[src/rtl/reg_bank_pkg.sv]
// Shared processor constants: register-file geometry and scoreboard counter
// width, used by decode, register bank and write-back alike.
package reg_bank_pkg;

  localparam int DEF_DATA_W = 32;
  localparam int DEF_ADDR_W = 4;
  localparam int DEF_CNT_W  = 2;
  localparam int NREGS      = 2 ** DEF_ADDR_W;

endpackage : reg_bank_pkg

[src/rtl/reg_bank_scoreboard.sv]
// Per-register pending-write scoreboard. Issues of a destination register
// count up, write-backs count down; saturating counters with a sticky error
// flag on overflow/underflow. The stall output looks at both read ports and
// treats a write-back landing this cycle as already satisfying one pending
// write. An issue in the current cycle never affects the stall output.
module reg_scoreboard
  import reg_bank_pkg::*;
#(
  parameter int ADDR_W = DEF_ADDR_W,
  parameter int CNT_W  = DEF_CNT_W
) (
  input  logic              clk,
  input  logic              rst,
  input  logic              wr_en,
  input  logic [ADDR_W-1:0] wr_addr,
  input  logic              issue,
  input  logic [ADDR_W-1:0] issue_rd,
  input  logic [ADDR_W-1:0] ra,
  input  logic [ADDR_W-1:0] rb,
  output logic              stall,
  output logic              err
);

  localparam int NR = 2 ** ADDR_W;
  localparam logic [CNT_W-1:0] CNT_MAX = '1;
  localparam logic [CNT_W-1:0] CNT_ONE = CNT_W'(1);

  logic [CNT_W-1:0] pend [NR];

  logic [CNT_W-1:0] pend_a;
  logic [CNT_W-1:0] pend_b;
  logic             hit_a;
  logic             hit_b;
  logic             stall_a;
  logic             stall_b;

  // Update each counter: increment on issue, decrement on write-back, hold
  // when both target the same register; saturate and flag on over/underflow.
  always_ff @(posedge clk or posedge rst) begin
    if (rst) begin
      for (int r = 0; r < NR; r++) pend[r] <= '0;
      err <= 1'b0;
    end else begin
      for (int r = 0; r < NR; r++) begin
        logic is_iss;
        logic is_wr;
        is_iss = issue && (issue_rd == ADDR_W'(r));
        is_wr  = wr_en && (wr_addr == ADDR_W'(r));
        if (is_iss && !is_wr) begin
          if (pend[r] == CNT_MAX) err <= 1'b1;
          else                    pend[r] <= pend[r] + CNT_ONE;
        end else if (is_wr && !is_iss) begin
          if (pend[r] == '0) err <= 1'b1;
          else               pend[r] <= pend[r] - CNT_ONE;
        end
      end
    end
  end

  // Effective pending count per port is nonzero unless at most one write is
  // outstanding and it is being written back right now.
  always_comb begin
    pend_a  = pend[ra];
    pend_b  = pend[rb];
    hit_a   = wr_en && (wr_addr == ra);
    hit_b   = wr_en && (wr_addr == rb);
    stall_a = (pend_a != '0) && !(hit_a && (pend_a == CNT_ONE));
    stall_b = (pend_b != '0) && !(hit_b && (pend_b == CNT_ONE));
    stall   = stall_a || stall_b;
  end

endmodule : reg_scoreboard

[src/rtl/reg_bank.sv]
// Register bank: 2**ADDR_W general registers (none hardwired), two
// combinational read ports with write-back bypass, and a pending-write
// scoreboard that raises a stall when an operand is not yet available.
module reg_bank
  import reg_bank_pkg::*;
#(
  parameter int DATA_W = DEF_DATA_W,
  parameter int ADDR_W = DEF_ADDR_W,
  parameter int CNT_W  = DEF_CNT_W
) (
  input  logic              clk,
  input  logic              rst,
  input  logic [ADDR_W-1:0] in_WC,
  input  logic [DATA_W-1:0] in_WPC,
  input  logic              in_W_RB,
  input  logic [ADDR_W-1:0] in_RA,
  input  logic [ADDR_W-1:0] in_RB,
  input  logic              in_issue,
  input  logic [ADDR_W-1:0] in_issue_rd,
  output logic [DATA_W-1:0] out_A,
  output logic [DATA_W-1:0] out_B,
  output logic              out_stall,
  output logic              out_err
);

  localparam int NR = 2 ** ADDR_W;

  logic [DATA_W-1:0] regs [NR];
  logic              wr_live;

  // Store write-back data; reset clears every register immediately.
  always_ff @(posedge clk or posedge rst) begin
    if (rst) begin
      for (int r = 0; r < NR; r++) regs[r] <= '0;
    end else if (in_W_RB) begin
      regs[in_WC] <= in_WPC;
    end
  end

  // Read ports: a write-back to the addressed register this cycle wins over
  // storage; writes are not forwarded while reset is held.
  always_comb begin
    wr_live = in_W_RB && !rst;
    out_A   = (wr_live && (in_WC == in_RA)) ? in_WPC : regs[in_RA];
    out_B   = (wr_live && (in_WC == in_RB)) ? in_WPC : regs[in_RB];
  end

  reg_scoreboard #(
    .ADDR_W (ADDR_W),
    .CNT_W  (CNT_W)
  ) u_scoreboard (
    .clk      (clk),
    .rst      (rst),
    .wr_en    (in_W_RB),
    .wr_addr  (in_WC),
    .issue    (in_issue),
    .issue_rd (in_issue_rd),
    .ra       (in_RA),
    .rb       (in_RB),
    .stall    (out_stall),
    .err      (out_err)
  );

endmodule : reg_bank

[config.mk]
export PLATFORM = sky130hd
export DESIGN_NAME = reg_bank
export DESIGN_NICKNAME = d
export VERILOG_FILES = /design/src/rtl/reg_bank_pkg.sv /design/src/rtl/reg_bank_scoreboard.sv /design/src/rtl/reg_bank.sv
export SDC_FILE = /design/constraint.sdc
export NUM_CORES = 1
export LEC_CHECK = 0
export ABC_CLOCK_PERIOD_IN_PS = 18100
export CAP_MARGIN = 20
export CORE_UTILIZATION = 48
export DETAILED_ROUTE_END_ITERATION = 7
export GPL_TIMING_DRIVEN = 0
export PLACE_DENSITY = 0.68
export SETUP_SLACK_MARGIN = 0.15
export SLEW_MARGIN = 10
export SYNTH_ARGS = -nofsm -noshare
export SYNTH_HDL_FRONTEND = slang
export SYNTH_SLANG_ARGS = --single-unit
export TNS_END_PERCENT = 30
[constraint.sdc]
create_clock -name clk -period 18.1 [get_ports clk]
set_input_delay 3.62 -clock clk [delete_from_list [all_inputs] [get_ports clk]]
set_output_delay 3.62 -clock clk [all_outputs]
set_load 0.02 [all_outputs]
==> results of run 1 <==
-- cell usage in the layout (no fill, tap or decap), types with 6 or more instances in the layout --
| cell | instances |
|---|---|
| xor2_1 | 6 |
| buf_1 | 21 |
| nand3_1 | 12 |
| clkbuf_16 | 61 |
| or2_2 | 6 |
| clkdlybuf4s50_1 | 108 |
| mux4_1 | 8 |
| mux4_2 | 322 |
| mux2_2 | 482 |
| inv_1 | 12 |
| buf_12 | 16 |
| mux4_4 | 7 |
| dfrtp_1 | 545 |
| clkbuf_8 | 17 |
| o21ai_0 | 13 |
| clkbuf_1 | 100 |
| o32ai_1 | 11 |
| nor2b_1 | 7 |
| nor2_1 | 33 |
| buf_2 | 40 |
| buf_6 | 20 |
| a21oi_1 | 29 |
| clkinv_2 | 15 |
| nor3_1 | 7 |
| o211ai_1 | 25 |
| a2111oi_0 | 7 |
| buf_4 | 15 |
| nand2_1 | 332 |
| nand2b_1 | 6 |
-- critical path, delay by kind of cell --
| family | cells | cell delay [ns] |
|---|---|---|
| multiplexers | 2 | 0.76 |
| buffers and inverters | 4 | 2.56 |
-- layer usage --
layer  vias up  share of wire [%]  track usage [%]
met5         -              0.014                0
met4         2                5.0             14.4
met3       262                8.3             6.58
met2      1069                 47             48.0
met1     11107                 40             41.4
li1       8469                  -                -
-- power by group through the flow --
stage	clock (W)	combinational, W	sequential [W]
floorplan	0	0.000782	0.00164
finish	0.00129	0.00107	0.00171
CTS	0.00130	0.00107	0.00170
global placement	0	0.00103	0.00169
detailed placement	0	0.00107	0.00172
global route	0.00135	0.00113	0.00174
-- logic make-up (layout without fill, tap and decap cells) --
family / Yosys count / in the layout / share of synthesized area [%]
compound gates: 113 / 113 / 2.59
mux: 820 / 820 / 43.0
other cells: 0 / 2 / 0
buf+inv: 203 / 441 / 3.40
simple gates: 431 / 431 / 5.90
flops: 545 / 545 / 44.9
xor+xnor: 8 / 8 / 0.231
-- metrics by stage --
step                      cell area (um2)  setup slack [ns]  instances  utilization, %  power, W
after floorplan                     30400              7.07       2120               -   0.00243
after global placement              32500              3.75       3065            52.3   0.00271
after detailed placement            32900              7.58       3082            52.9   0.00278
after CTS                           35000              7.58       3194            56.2   0.00407
after global routing                35000              7.53       3196            56.2   0.00423
final                               35000              7.52       3197            56.2   0.00406
-- flip-flops by register name, summed over array words and instances, names as in the netlist --
signal             count
u_scoreboard.pend     32
regs                 512
u_scoreboard.err       1
-- final cells by class --
cell class	count	area, um2
multi-input combinational	1372	15700
clock inverter	26	303
buffer	190	983
antenna	2	5.00
tap	837	1050
timing repair buffer	126	1420
fill	4994	27200
clock buffer	86	1790
inverter	13	52.6
sequential	545	13600
-- final timing paths --
kind | startpoint | to
max | in_RB[3] | out_B[10]
min | regs[236]$_DFFE_PP0P_ | regs[236]$_DFFE_PP0P_
max reg2reg | u_scoreboard.pend[22]$_DFFE_PP0P_ | u_scoreboard.err$_DFF_PP0_
min reg2reg | regs[236]$_DFFE_PP0P_ | regs[236]$_DFFE_PP0P_
max in group asynchronous | rst | regs[15]$_DFFE_PP0P_
min in group asynchronous | rst | u_scoreboard.pend[29]$_DFFE_PP0P_
==> impl_metrics.env, run 1 <==
export IMPL_fmax_ghz=0.0945
export IMPL_syn_to_final_growth_pct=15.0
export IMPL_status="finished, final reports clean"
export IMPL_dr_pass1_iters=6
export IMPL_die_area_mm2=0.0643
export IMPL_hold_violations=0
export IMPL_clkPwrFrac_pct=31.7
export IMPL_htree_levels=2
export IMPL_grt_pass1_vias=21930
export IMPL_grt_pass1_wl_um=143000
export IMPL_tightest_slew_ns=1.23
export IMPL_required_ns=14.48
export IMPL_die_w_um=254
export IMPL_worstHoldPathType="reg2reg"
export IMPL_p_int_w=0.00289
export IMPL_combPwrFrac_pct=26.3
export IMPL_cts_sinks=545
export IMPL_timing_final_crit_share_pct=58.5
export IMPL_end_kind="primary output"
export IMPL_pwr_share_seq_pct=42.0
export IMPL_yosysUniqueCellTypes=57
export IMPL_drc_errors=0
export IMPL_crit_arrival_ns=6.96
export IMPL_period_needed_ns=10.58
export IMPL_drv_slew=0
export IMPL_drt_wl_total_um=95400
export IMPL_synthTopCellsByArea="dfrtp_1, mux4_2, mux2_2"
export IMPL_irDropWorstVdd_mv=0.0792
export IMPL_synth_ff_type="dfrtp_1"
export IMPL_initial_utilization_pct=48.9
export IMPL_post_drt_wl_per_cell_um=29.8
export IMPL_cts_tree="yes"
export IMPL_antenna_found_initial=3
export IMPL_synth_top_area_share_pct=44.9
export IMPL_cts_hold_buffers=0
export IMPL_cp_slowest_cell="clkbuf_1"
export IMPL_synth_nets=2172
export IMPL_path_cells="clkdlybuf4s50_1 > clkbuf_1 > clkbuf_1 > mux4_2 > mux2_2 > clkdlybuf4s50_1"
export IMPL_cts_root_buf="clkbuf_16"
export IMPL_synthTopCellsByCount="dfrtp_1, mux2_2, nand2_1"
export IMPL_power_share_switching_pct=28.8
export IMPL_maxCapViolCount=0
export IMPL_num_rows=91
export IMPL_grt_overflow=0
export IMPL_path_clk_slew_ns=0.06
export IMPL_critPathKind="in2out"
export IMPL_yosysWarnings=0
export IMPL_synthArstFlopShare_pct=100
export IMPL_start_kind="input pin"
export IMPL_yosysMostFrequentCell="dfrtp_1"
export IMPL_cts_buffers=60
export IMPL_drive_gt1_share_pct=43.3
export IMPL_post_cts_buffers=0
export IMPL_vias_per_cell=6.54
export IMPL_slowest_delay_ns=0.89
export IMPL_core_area_mm2=0.0622
export IMPL_r2r_setup_slack_ns=16.11
export IMPL_skew_ns=0.00512
export IMPL_avgSynthCellArea_um2=14.3
export IMPL_p_switching_w=0.00117
export IMPL_place_congestion=0.882
export IMPL_power_density_mw_per_mm2=116
export IMPL_grtUsageTotal_pct=30.8
export IMPL_nNetsFinal=2360
export IMPL_drt_initial_drc_count=2306
export IMPL_synthCells=2120
export IMPL_cp_max_fo=10
export IMPL_clkLatencyLatePin_ns=0.64
export IMPL_dpl_hpwl_um=64100
export IMPL_cts_resized=0
export IMPL_p_leak_nw=14.4
export IMPL_ys_ff_latch=545
export IMPL_rsz0062_at_grt="false"
export IMPL_synth_seq_area_share_pct=44.9
export IMPL_grt_max_degree=41
export IMPL_syn_cell_area_mm2=0.0304
export IMPL_yosys_area_top_type="dfrtp_1"
export IMPL_setup_viol=0
export IMPL_hold_ws_ns=0.500
export IMPL_postRouteAntennaNets=0
export IMPL_holdPathStages=2
export IMPL_dieHeight_um=254
export IMPL_relSlewSlack_pct=17.7
export IMPL_reg2regPathDepth=6
export IMPL_io_pins=118
export IMPL_port_buffers=108
export IMPL_vias=20909
export IMPL_synth_edf_count=0
export IMPL_tns_ns=0
export IMPL_clockBufferDepth=3
Note: power is estimated with default switching activity, not from simulation.
==> run 2: changes to the inputs <==
--- a/config.mk
+++ b/config.mk
@@ -5,12 +5,12 @@
 export SDC_FILE = /design/constraint.sdc
 export NUM_CORES = 1
 export LEC_CHECK = 0
-export ABC_CLOCK_PERIOD_IN_PS = 18100
+export ABC_CLOCK_PERIOD_IN_PS = 9900
 export CAP_MARGIN = 20
 export CORE_UTILIZATION = 48
 export DETAILED_ROUTE_END_ITERATION = 7
 export GPL_TIMING_DRIVEN = 0
-export PLACE_DENSITY = 0.68
+export PLACE_DENSITY = 0.65
 export SETUP_SLACK_MARGIN = 0.15
 export SLEW_MARGIN = 10
 export SYNTH_ARGS = -nofsm -noshare
==> constraint.sdc (replaced) <==
create_clock -name clk -period 9.9 [get_ports clk]
set_input_delay 1.98 -clock clk [delete_from_list [all_inputs] [get_ports clk]]
set_output_delay 1.98 -clock clk [all_outputs]
set_load 0.02 [all_outputs]
==> run 2 against run 1 <==
Critical path depth unchanged. Routed wire length shrank 0.80%. Final area fell by 0.22%. Register-to-register slack got worse by 8.2 ns. Largest power group unchanged. Critical endpoint is now out_B[0]. Cell count is essentially flat.
==> impl_metrics.env, run 2 (same netlist as run 1, synthesis figures left out) <==
export IMPL_drive_gt1_share_pct=42.8
export IMPL_power_share_switching_pct=28.8
export IMPL_drv_slew=0
export IMPL_clkPwrFrac_pct=30.8
export IMPL_p_switching_w=0.00211
export IMPL_power_density_mw_per_mm2=210
export IMPL_skew_ns=0.00890
export IMPL_r2r_setup_slack_ns=7.87
export IMPL_dp_slack_ns=2.70
export IMPL_setup_viol=0
export IMPL_die_w_um=254
export IMPL_critPathKind="in2out"
export IMPL_final_cells=3195
export IMPL_drt_initial_drc_count=2015
export IMPL_place_inst=3082
export IMPL_cts_resized=0
export IMPL_hold_violations=0
export IMPL_cp_max_fo=10
export IMPL_slowest_delay_ns=0.84
export IMPL_reg_top3="regs: 512 flops, u_scoreboard.pend: 32 flops, u_scoreboard.err: 1 flops"
export IMPL_finalWorstSetupSlack_ns=2.70
export IMPL_mostFrequentLayoutCells="dfrtp_1, mux2_2, nand2_1"
export IMPL_maxCapViolCount=0
export IMPL_largest_register_ffs=512
export IMPL_grt_max_degree=40
export IMPL_cp_slowest_cell="buf_1"
export IMPL_worstHoldPathType="reg2reg"
export IMPL_die_area_mm2=0.0643
export IMPL_rsz0062_at_grt="false"
export IMPL_relSlewSlack_pct=22.0
export IMPL_cpMostUsedCell="mux4_2"
export IMPL_syn_to_final_growth_pct=14.8
export IMPL_dieHeight_um=254
export IMPL_grt_pass1_vias=21469
export IMPL_clockBufferDepth=3
export IMPL_vias=20787
export IMPL_end_kind="primary output"
export IMPL_nNetsFinal=2363
export IMPL_vias_per_cell=6.51
export IMPL_combPwrFrac_pct=26.6
export IMPL_post_cts_buffers=0
export IMPL_pwr_share_seq_pct=42.6
export IMPL_critPathBufInv=3
export IMPL_path_delay_family="buffers and inverters"
export IMPL_htree_levels=2
export IMPL_grt_pass1_wl_um=141000
export IMPL_postRouteAntennaNets=0
export IMPL_placed_cell_area_mm2=0.0329
export IMPL_core_area_mm2=0.0622
export IMPL_grt_overflow=0
export IMPL_path_cells="clkbuf_1 > buf_1 > mux4_2 > mux4_2 > mux2_2 > clkdlybuf4s50_1"
export IMPL_cts_root_buf="clkbuf_16"
export IMPL_p_leak_nw=14.4
export IMPL_cts_sinks=545
export IMPL_post_drt_wl_per_cell_um=29.6
export IMPL_cts_hold_buffers=0
export IMPL_finish_instance_area_mm2=0.0349
export IMPL_dpl_hpwl_um=63500
export IMPL_tns_ns=0
export IMPL_fmax_ghz=0.139
export IMPL_p_int_w=0.00521
export IMPL_io_pins=118
export IMPL_irDropWorstVdd_mv=0.134
export IMPL_timing_final_crit_share_pct=72.7
export IMPL_mostFrequentLayoutCell="dfrtp_1"
export IMPL_dr_pass1_iters=6
export IMPL_required_ns=7.92
export IMPL_place_congestion=0.914
export IMPL_cts_buffers=59
export IMPL_path_clk_slew_ns=0.06
export IMPL_status="finished, final reports clean"
export IMPL_period_needed_ns=7.20
export IMPL_top_register="regs"
export IMPL_drc_errors=0
export IMPL_port_buffers=108
export IMPL_antenna_found_initial=2
export IMPL_clkLatencyLatePin_ns=0.63
export IMPL_drt_wl_total_um=94600
export IMPL_num_rows=91
export IMPL_cts_tree="yes"
export IMPL_initial_utilization_pct=48.9
export IMPL_grtUsageTotal_pct=30.3
export IMPL_crit_arrival_ns=5.22
export IMPL_start_kind="input pin"
export IMPL_tightest_slew_ns=1.17
run 2: changes by cell type in the layout (fill, tap and decap cells not counted), sizes merged:
cell and delta:
diode -1, clkinvlp -2, bufinv -1, clkinv -10
buf +4, inv +3, clkbuf +5
run 2: worst reg2reg max path, stage by stage (launching register included):
cell,delay [ns]
dfrtp_1,0.32
buf_1,0.36
nor2_1,0.09
o2111ai_1,0.11
or4b_1,0.46
nor4_1,0.40
nand4_1,0.16
run 2: area by class of cell:
class | instances | area [um2]
multi-input combinational | 1372 | 15700
fill | 5063 | 27300
buffer | 190 | 983
timing repair buffer | 130 | 1490
tap | 837 | 1050
sequential | 545 | 13600
clock inverter | 16 | 216
clock buffer | 91 | 1740
antenna | 1 | 2.50
inverter | 13 | 52.6
run 2: path summary, 6_finish.rpt:
check	end	start	cells past startpoint
max	out_B[0]	in_RB[1]	6
min	regs[374]$_DFFE_PP0P_	regs[374]$_DFFE_PP0P_	2
max reg2reg	u_scoreboard.err$_DFF_PP0_	u_scoreboard.pend[22]$_DFFE_PP0P_	6
min reg2reg	regs[374]$_DFFE_PP0P_	regs[374]$_DFFE_PP0P_	2
max in group asynchronous	regs[5]$_DFFE_PP0P_	rst	10
min in group asynchronous	u_scoreboard.pend[29]$_DFFE_PP0P_	rst	2
run 2: power by group through the flow:
| stage | registers, W | logic, W | clock network [W] |
|---|---|---|---|
| floorplan | 0.00301 | 0.00143 | 0 |
| global placement | 0.00308 | 0.00188 | 0 |
| detailed placement | 0.00314 | 0.00195 | 0 |
| CTS | 0.00310 | 0.00196 | 0.00228 |
| global route | 0.00318 | 0.00207 | 0.00236 |
| finish | 0.00312 | 0.00195 | 0.00225 |
run 2: per-stage QoR:
| step | utilization [%] | hold slack (ns) | total power, W |
|---|---|---|---|
| 6_report | 56.1 | 0.496 | 0.00732 |
| 3_3_place_gp | 52.3 | 0.472 | 0.00497 |
| 5_1_grt | 56.1 | 0.518 | 0.00761 |
| 4_1_cts | 56.0 | 0.501 | 0.00733 |
| 3_5_place_dp | 52.9 | 0.484 | 0.00508 |
| 2_1_floorplan | - | 0.453 | 0.00444 |
run 2: per-layer routing:
metal	GRT usage [%]	up-vias	part of all wire [%]
met5	0	-	0.014
met4	11.6	2	3.9
met3	6.44	213	8.2
met2	47.9	1008	48
met1	41.3	11111	40
li1	-	8453	-
==> run 3: changes to the inputs <==
--- a/config.mk
+++ b/config.mk
@@ -5,7 +5,7 @@
 export SDC_FILE = /design/constraint.sdc
 export NUM_CORES = 1
 export LEC_CHECK = 0
-export ABC_CLOCK_PERIOD_IN_PS = 9900
+export ABC_CLOCK_PERIOD_IN_PS = 6700
 export CAP_MARGIN = 20
 export CORE_UTILIZATION = 48
 export DETAILED_ROUTE_END_ITERATION = 7
==> constraint.sdc (replaced) <==
create_clock -name clk -period 6.7 [get_ports clk]
set_input_delay 1.34 -clock clk [delete_from_list [all_inputs] [get_ports clk]]
set_output_delay 1.34 -clock clk [all_outputs]
set_load 0.02 [all_outputs]
==> results of run 3 <==
Same layout as run 2 (identical final DEF). Status: finished, final reports clean.
Among the figures that moved: setup slack after placement 2.70 ns -> 0.784 ns; setup slack after layout 2.70 ns -> 0.782 ns; register-to-register setup slack 7.87 ns -> 4.67 ns; total power 0.00732 W -> 0.0108 W; worst IR drop on VDD 0.134 mV -> 0.197 mV
